===== src/rtl/tag_freelist.sv =====
// Tag free-list: a circular RAM of free tags with a show-ahead allocation
// window at the head, a compacting multi-port release path at the tail,
// and a single head-pointer checkpoint for speculative allocation rollback.
// Pointers carry one extra wrap bit so full and empty are distinguishable.
module tag_freelist #(
    parameter int TAG_W       = 8,
    parameter int DEPTH       = 128,
    parameter int ALLOC_PORTS = 2,
    parameter int FREE_PORTS  = 2,
    parameter int INIT_BASE   = 2
) (
    input  logic                               clk,
    input  logic                               reset,
    input  logic [$clog2(ALLOC_PORTS+1)-1:0]   alloc_cnt,
    output logic [ALLOC_PORTS*TAG_W-1:0]       alloc_tag,
    output logic                               alloc_ok,
    input  logic [FREE_PORTS-1:0]              free_valid,
    input  logic [FREE_PORTS*TAG_W-1:0]        free_tag,
    input  logic                               ckpt_save,
    input  logic                               ckpt_restore,
    output logic [$clog2(DEPTH):0]             freespace,
    output logic                               overflow
);

    localparam int IDX_W = $clog2(DEPTH);
    localparam int PTR_W = IDX_W + 1;
    localparam int CNT_W = $clog2(ALLOC_PORTS + 1);
    localparam int FC_W  = $clog2(FREE_PORTS + 1);
    localparam int SUM_W = PTR_W + 1;

    // Count of set bits in the release strobe vector.
    function automatic logic [FC_W-1:0] popcount_f(input logic [FREE_PORTS-1:0] v);
        logic [FC_W-1:0] c;
        c = {FC_W{1'b0}};
        for (int i = 0; i < FREE_PORTS; i++) begin
            c = c + FC_W'(v[i]);
        end
        return c;
    endfunction

    logic [TAG_W-1:0] ram_r [DEPTH];
    logic [PTR_W-1:0] head_r;
    logic [PTR_W-1:0] tail_r;
    logic [PTR_W-1:0] snap_r;
    logic [PTR_W-1:0] freespace_r;
    logic             overflow_r;

    logic             cnt_legal_s;
    logic             fits_s;
    logic             alloc_ok_s;
    logic [PTR_W-1:0] grant_s;
    logic [FC_W-1:0]  free_cnt_s;
    logic [SUM_W-1:0] occ_sum_s;
    logic             drop_s;
    logic [PTR_W-1:0] head_adv_s;
    logic [PTR_W-1:0] head_nxt_s;
    logic [PTR_W-1:0] tail_nxt_s;
    logic [PTR_W-1:0] snap_nxt_s;
    logic [IDX_W-1:0] rd_idx_s   [ALLOC_PORTS];
    logic [IDX_W-1:0] free_idx_s [FREE_PORTS];
    logic [ALLOC_PORTS*TAG_W-1:0] alloc_tag_s;

    // Grant decision, overflow detection and next-state pointer arithmetic.
    always_comb begin
        cnt_legal_s = (alloc_cnt != {CNT_W{1'b0}}) &&
                      (alloc_cnt <= CNT_W'(ALLOC_PORTS));
        fits_s      = (32'(alloc_cnt) <= 32'(freespace_r));
        alloc_ok_s  = cnt_legal_s && fits_s && !ckpt_restore;
        grant_s     = alloc_ok_s ? PTR_W'(alloc_cnt) : {PTR_W{1'b0}};
        free_cnt_s  = popcount_f(free_valid);
        // grant never exceeds freespace, so the subtraction cannot underflow
        occ_sum_s   = SUM_W'(freespace_r) - SUM_W'(grant_s) + SUM_W'(free_cnt_s);
        drop_s      = (occ_sum_s > SUM_W'(DEPTH));
        head_adv_s  = head_r + grant_s;
        head_nxt_s  = ckpt_restore ? snap_r : head_adv_s;
        if (ckpt_restore) begin
            snap_nxt_s = snap_r;
        end else if (ckpt_save) begin
            snap_nxt_s = head_adv_s;
        end else begin
            snap_nxt_s = snap_r;
        end
        tail_nxt_s  = drop_s ? tail_r : (tail_r + PTR_W'(free_cnt_s));
    end

    // Compaction: each strobed slot lands at tail plus the number of lower strobed slots.
    always_comb begin
        logic [PTR_W-1:0] off;
        off = {PTR_W{1'b0}};
        for (int j = 0; j < FREE_PORTS; j++) begin
            free_idx_s[j] = IDX_W'(tail_r + off);
            if (free_valid[j]) begin
                off = off + PTR_W'(1);
            end else begin
                off = off;
            end
        end
    end

    // Show-ahead read window starting at head, independent of the request size.
    always_comb begin
        alloc_tag_s = {(ALLOC_PORTS*TAG_W){1'b0}};
        for (int i = 0; i < ALLOC_PORTS; i++) begin
            rd_idx_s[i] = IDX_W'(head_r + PTR_W'(i));
            alloc_tag_s[i*TAG_W +: TAG_W] = ram_r[rd_idx_s[i]];
        end
    end

    // Tag storage: initial tag load on reset, compacted release writes otherwise.
    always_ff @(posedge clk) begin
        if (reset) begin
            for (int k = 0; k < DEPTH; k++) begin
                ram_r[k] <= (k < DEPTH - INIT_BASE) ? TAG_W'(INIT_BASE + k) : {TAG_W{1'b0}};
            end
        end else if (!drop_s) begin
            for (int j = 0; j < FREE_PORTS; j++) begin
                if (free_valid[j]) begin
                    ram_r[free_idx_s[j]] <= free_tag[j*TAG_W +: TAG_W];
                end
            end
        end
    end

    // Pointer, checkpoint, occupancy and sticky error state.
    always_ff @(posedge clk) begin
        if (reset) begin
            head_r      <= {PTR_W{1'b0}};
            tail_r      <= PTR_W'(DEPTH - INIT_BASE);
            snap_r      <= {PTR_W{1'b0}};
            freespace_r <= PTR_W'(DEPTH - INIT_BASE);
            overflow_r  <= 1'b0;
        end else begin
            head_r      <= head_nxt_s;
            tail_r      <= tail_nxt_s;
            snap_r      <= snap_nxt_s;
            freespace_r <= tail_nxt_s - head_nxt_s;
            overflow_r  <= overflow_r | drop_s;
        end
    end

    assign alloc_ok  = alloc_ok_s;
    assign alloc_tag = alloc_tag_s;
    assign freespace = freespace_r;
    assign overflow  = overflow_r;

endmodule


===== config.mk =====
export PLATFORM = sky130hd
export DESIGN_NAME = tag_freelist
export DESIGN_NICKNAME = d
export VERILOG_FILES = /design/src/rtl/tag_freelist.sv
export SDC_FILE = /design/constraint.sdc
export NUM_CORES = 2
export LEC_CHECK = 0
export CORE_MARGIN = 2
export CORE_UTILIZATION = 35
export CTS_CLUSTER_DIAMETER = 30
export DETAILED_ROUTE_END_ITERATION = 8
export GPL_ROUTABILITY_DRIVEN = 0
export HOLD_SLACK_MARGIN = 0.12
export PLACE_DENSITY = 0.47
export SKIP_LAST_GASP = 1
export SYNTH_ARGS = -nofsm -noshare
export SYNTH_HDL_FRONTEND = slang
export SYNTH_SLANG_ARGS = --single-unit

===== constraint.sdc =====
create_clock -name clk -period 13.09 [get_ports clk]
set_clock_uncertainty 0.05 [all_clocks]
set_input_delay 2.618 -clock clk [delete_from_list [all_inputs] [get_ports clk]]
set_output_delay 2.618 -clock clk [all_outputs]
set_load 0.05 [all_outputs]

==> results.txt <==
The kind of end point of the critical path is an output pin. The insertion delay to the later sink of the worst-skew pair came out at 0.92 ns. The tool flagged a number of max-cap violations equal to 0. The kind of start point of the critical path is a flip-flop. The setup path with the least slack is of type reg2out. Counting every sink on the clock net gives 1,057.

The number of vias after detailed routing came out at 54,080. The CTS clock-pin slew for the worst setup and hold paths came out at 0.04 ns. The mean post-synth cell area is 12.00 sq um. The total of fill cells in the finished design is 17,290. The cell taking the most area after synthesis is sky130_fd_sc_hd__edfxtp_1. For the worst setup path, the data arrival time is 7.08 ns.

The count of distinct cell types in the synthesized netlist is 63. Across the VDD grid, the largest voltage drop is 174.2 uV. The overall routing resource usage is 30.28%.

The startpoint identified for the worst register-to-register timing path is freespace[7]$_SDFF_PP0_. The worst hold path belongs to the class reg2reg. The count of state elements after synthesis is 1,057. The sum of routed wire length over all layers came out at 296,900 um. The overall die width is 438.1 um.

In this run, CTS created clock tree buffers numbering 315. By area the synthesized netlist is led by sky130_fd_sc_hd__edfxtp_1 47%, sky130_fd_sc_hd__mux4_2 21%, sky130_fd_sc_hd__nor2_1 3.2%. The data required time of the critical path came out at 10.42 ns. The initialized floorplan defines 159 standard-cell rows. The area of the core came out at 187,600 sq um.

The number of buffer cells added on primary ports came out at 49. The number of nets with antenna violations after detailed routing is 0. Summing every instance area after synthesis gives 65,960 sq um. Of the post-synthesis cell area, the dominant cell type holds 46.62%. In this run the register-to-register setup slack is 6.12 ns. The run finished with clean final reports. The starting density of the core is 35.16%.

After the first detailed-routing iteration, the DRC count stood at 7,941. The fraction of synthesis flops using an asynchronous set or reset pin is 0%. The initial antenna violation count is 14. The first global-routing pass estimated 409,200 um of wire. The global routing usage on met3 is 9.138%. Dividing total power by cell area gives a power density of 175.1 nW/um^2. The number of hold buffers added after cts is 0.

The die height is 438.1 um. The count of nets after finishing is 5,374. The H-tree generated during clock tree synthesis spans 5 levels. In the routed design, unresolved DRC markers number 0. The layer flagged by global routing as most heavily used is met2. The pin count of the biggest net entering global routing is 129.

The worst hold path terminates at snap_r[0]$_SDFFE_PP0P_. The maximum clock rate came out at 102.6 MHz. The final hold violation count came out at 0. In the synthesized netlist the dominant register cell turns out to be sky130_fd_sc_hd__edfxtp_1. The fraction of the core area covered by cells at the end of the flow is 41.86%. The I/O pin total is 50. The number of cells on the worst hold path is 2. Global routing consumed, on the met2 layer, 44.87% of the routing resources. The met1 track demand over resource came out at 40.26%. For the worst flop-to-flop path, the logic depth is 19.

The Yosys step of the flow raised 0 warnings. The buffer type at the clock tree root is sky130_fd_sc_hd__clkbuf_16. The overall overflow remaining after global route is 0. The area of the die came out at 191,900 sq um. The number of gates resized after CTS is 0.

The number of instances in the synthesized netlist is 5,496. From synthesis to final layout, the design area changed by 19.05%. The total iterations of the first detailed-routing run came out at 6. The number of nets in the synthesized netlist is 5,554. TritonCTS built the clock tree. The final clock period utilization by the worst path is 74.47%. In this run the worst path has a maximum fanout of 106. The final total negative setup slack is 0 ns. At the pin with the least slew margin, the transition time is 1.356 ns.

The sum of net half-perimeters after detailed placement came out at 186,800 um. The via density per instance is 6.720. Counting along the longest clock path gives a buffer depth of 4. The number of failing setup endpoints in the final timing report came out at 0. The worst-case headroom to the max-slew limit is 8.667%. The clock period minus final worst setup slack came out at 9.749 ns. Buffers added to address setup during post-CTS repair amount to 0. Dividing the detail-routed wire length by the instance count gives 36.89 um. The share of post-route cells with drive strength above 1 came out at 24.72%. The worst hold path begins at snap_r[0]$_SDFFE_PP0P_. Setup repair after global routing left no endpoint under its margin. The number of enable-type register cells in the synthesized netlist came out at 1,024. Of the synthesized area, sequential elements account for 47.62%.

The number of pins exceeding their max-slew limit in the final report came out at 0. The leakage power of the design came out at 22.71 nW. The terminus of the critical flop-to-flop path is ram_r[41][3]$_DFFE_PP_. The number of global-route vias before repair came to 51,330.
## synth_stat cells (14+ instances only)
cell type and number:
sky130_fd_sc_hd__or2_2 41, sky130_fd_sc_hd__mux2_2 35, sky130_fd_sc_hd__a31oi_1 325, sky130_fd_sc_hd__or3_1 218
sky130_fd_sc_hd__inv_1 28, sky130_fd_sc_hd__xnor2_1 14, sky130_fd_sc_hd__nor2_1 560, sky130_fd_sc_hd__nand3_1 33
sky130_fd_sc_hd__buf_1 84, sky130_fd_sc_hd__nand2b_1 28, sky130_fd_sc_hd__a211o_1 36, sky130_fd_sc_hd__ha_1 29
sky130_fd_sc_hd__nand4_1 108, sky130_fd_sc_hd__edfxtp_1 1024, sky130_fd_sc_hd__o31ai_1 261, sky130_fd_sc_hd__mux4_2 618
sky130_fd_sc_hd__nand2_1 460, sky130_fd_sc_hd__xor2_1 14, sky130_fd_sc_hd__dfxtp_1 33, sky130_fd_sc_hd__nor4_1 118
sky130_fd_sc_hd__o21ai_0 313, sky130_fd_sc_hd__nor2b_1 15, sky130_fd_sc_hd__clkbuf_1 536, sky130_fd_sc_hd__a21oi_1 139
sky130_fd_sc_hd__o221ai_1 40, sky130_fd_sc_hd__o211ai_1 92, sky130_fd_sc_hd__mux2i_1 87, sky130_fd_sc_hd__buf_2 73
sky130_fd_sc_hd__nor3_1 41
## registers in the layout, summed over array words and instances, names as in the netlist, named ones only
signal,flops
ram_r,1024
freespace,8
head_r,8
snap_r,8
tail_r,6
overflow,1
## cells in the final DEF, fill, tap and decap left out, types with 49 or more instances in the layout
cell type,n
sky130_fd_sc_hd__clkinv_2,56
sky130_fd_sc_hd__clkbuf_1,49
sky130_fd_sc_hd__edfxtp_1,1024
sky130_fd_sc_hd__clkbuf_16,322
sky130_fd_sc_hd__nor4_1,117
sky130_fd_sc_hd__or3_1,218
sky130_fd_sc_hd__o21ai_0,312
sky130_fd_sc_hd__mux2i_1,87
sky130_fd_sc_hd__buf_4,155
sky130_fd_sc_hd__o211ai_1,92
sky130_fd_sc_hd__nand2_1,458
sky130_fd_sc_hd__a31oi_1,325
sky130_fd_sc_hd__nor2_1,559
sky130_fd_sc_hd__o31ai_1,261
sky130_fd_sc_hd__clkinv_1,54
sky130_fd_sc_hd__mux4_2,618
sky130_fd_sc_hd__nand4_1,108
sky130_fd_sc_hd__a21oi_1,138
## stage by stage
step / hold slack, ns / cell area (sq um) / cells / setup WS (ns) / power [mW]
5_1_grt: 0.4607 / 78500 / 8041 / 3.374 / 14.00
2_1_floorplan: 0.4044 / 65960 / 5496 / 5.094 / 5.203
3_5_place_dp: 0.4320 / 68290 / 7494 / 3.513 / 6.225
6_report: 0.4372 / 78520 / 8048 / 3.341 / 13.75
4_1_cts: 0.4406 / 78500 / 8041 / 3.561 / 13.67
3_3_place_gp: 0.4230 / 68270 / 7493 / 3.453 / 6.224
## worst max-delay path, stage by stage, from the launching register on
cell                              delay, ns
sky130_fd_sc_hd__dfxtp_4               0.79
sky130_fd_sc_hd__buf_4                 0.73
sky130_fd_sc_hd__buf_12                0.59
sky130_fd_sc_hd__mux4_2                0.65
sky130_fd_sc_hd__mux4_2                0.54
sky130_fd_sc_hd__mux2_2                0.28
sky130_fd_sc_hd__o21ai_0               1.03
sky130_fd_sc_hd__o21ai_0               0.50
sky130_fd_sc_hd__clkdlybuf4s50_1       0.84
## routing by layer
| metal | wire (um) | vias to the layer above | share of wire [%] |
|---|---|---|---|
| li1 | - | 21770 | - |
| met1 | 114600 | 27590 | 39 |
| met2 | 130700 | 3991 | 44 |
| met3 | 35990 | 725 | 12 |
| met4 | 15570 | 8 | 5.2 |
| met5 | 49 | - | 0.017 |
## area by class of cell
type                    count  area, sq um  share of cell area, %
diodes                      7        17.52                0.02231
clock buffers             371         8242                  10.50
clock inverters           176         1968                  2.506
inverters                  34        137.6                 0.1753
multi-input cells        3710        31940                  40.68
flip-flops and latches   1057        31430                  40.02
well taps                2495         3122                  3.976
repair buffers            198         1669                  2.126
## worst max path at each step
stage                         start                      end  slack (ns)  cells past startpoint
2_1_floorplan          alloc_cnt[1]  freespace[7]$_SDFF_PP0_        5.09                     28
3_3_place_gp           alloc_cnt[0]   ram_r[57][1]$_DFFE_PP_        3.45                     19
3_5_place_dp           alloc_cnt[0]   ram_r[41][1]$_DFFE_PP_        3.51                     19
4_1_cts        head_r[0]$_SDFF_PP0_            alloc_tag[14]        3.56                      8
5_1_grt        head_r[0]$_SDFF_PP0_            alloc_tag[14]        3.37                      8
6_report       head_r[0]$_SDFF_PP0_            alloc_tag[14]        3.34                      8
## where the power goes
| group | total, mW | internal (mW) | switching (mW) |
|---|---|---|---|
| clock | 7.48 | 5.23 | 2.24 |
| sequential | 3.92 | 3.84 | 0.0807 |
| combinational | 2.35 | 0.548 | 1.80 |
| total | 13.7 | 9.62 | 4.13 |
## cells by family after synthesis
logic type / Yosys count / share of synthesized area (%)
AND/OR/NAND/NOR: 1661 / 11.86
AO/OA/AOI/OAI: 1243 / 12.00
flip-flops: 1057 / 47.62
multiplexers: 741 / 23.04
buffers and inverters: 729 / 4.304
adder cells (fa/ha/maj): 34 / 0.7019
XOR/XNOR: 31 / 0.4686
No activity file was read; power rests on OpenSTA's default activity.
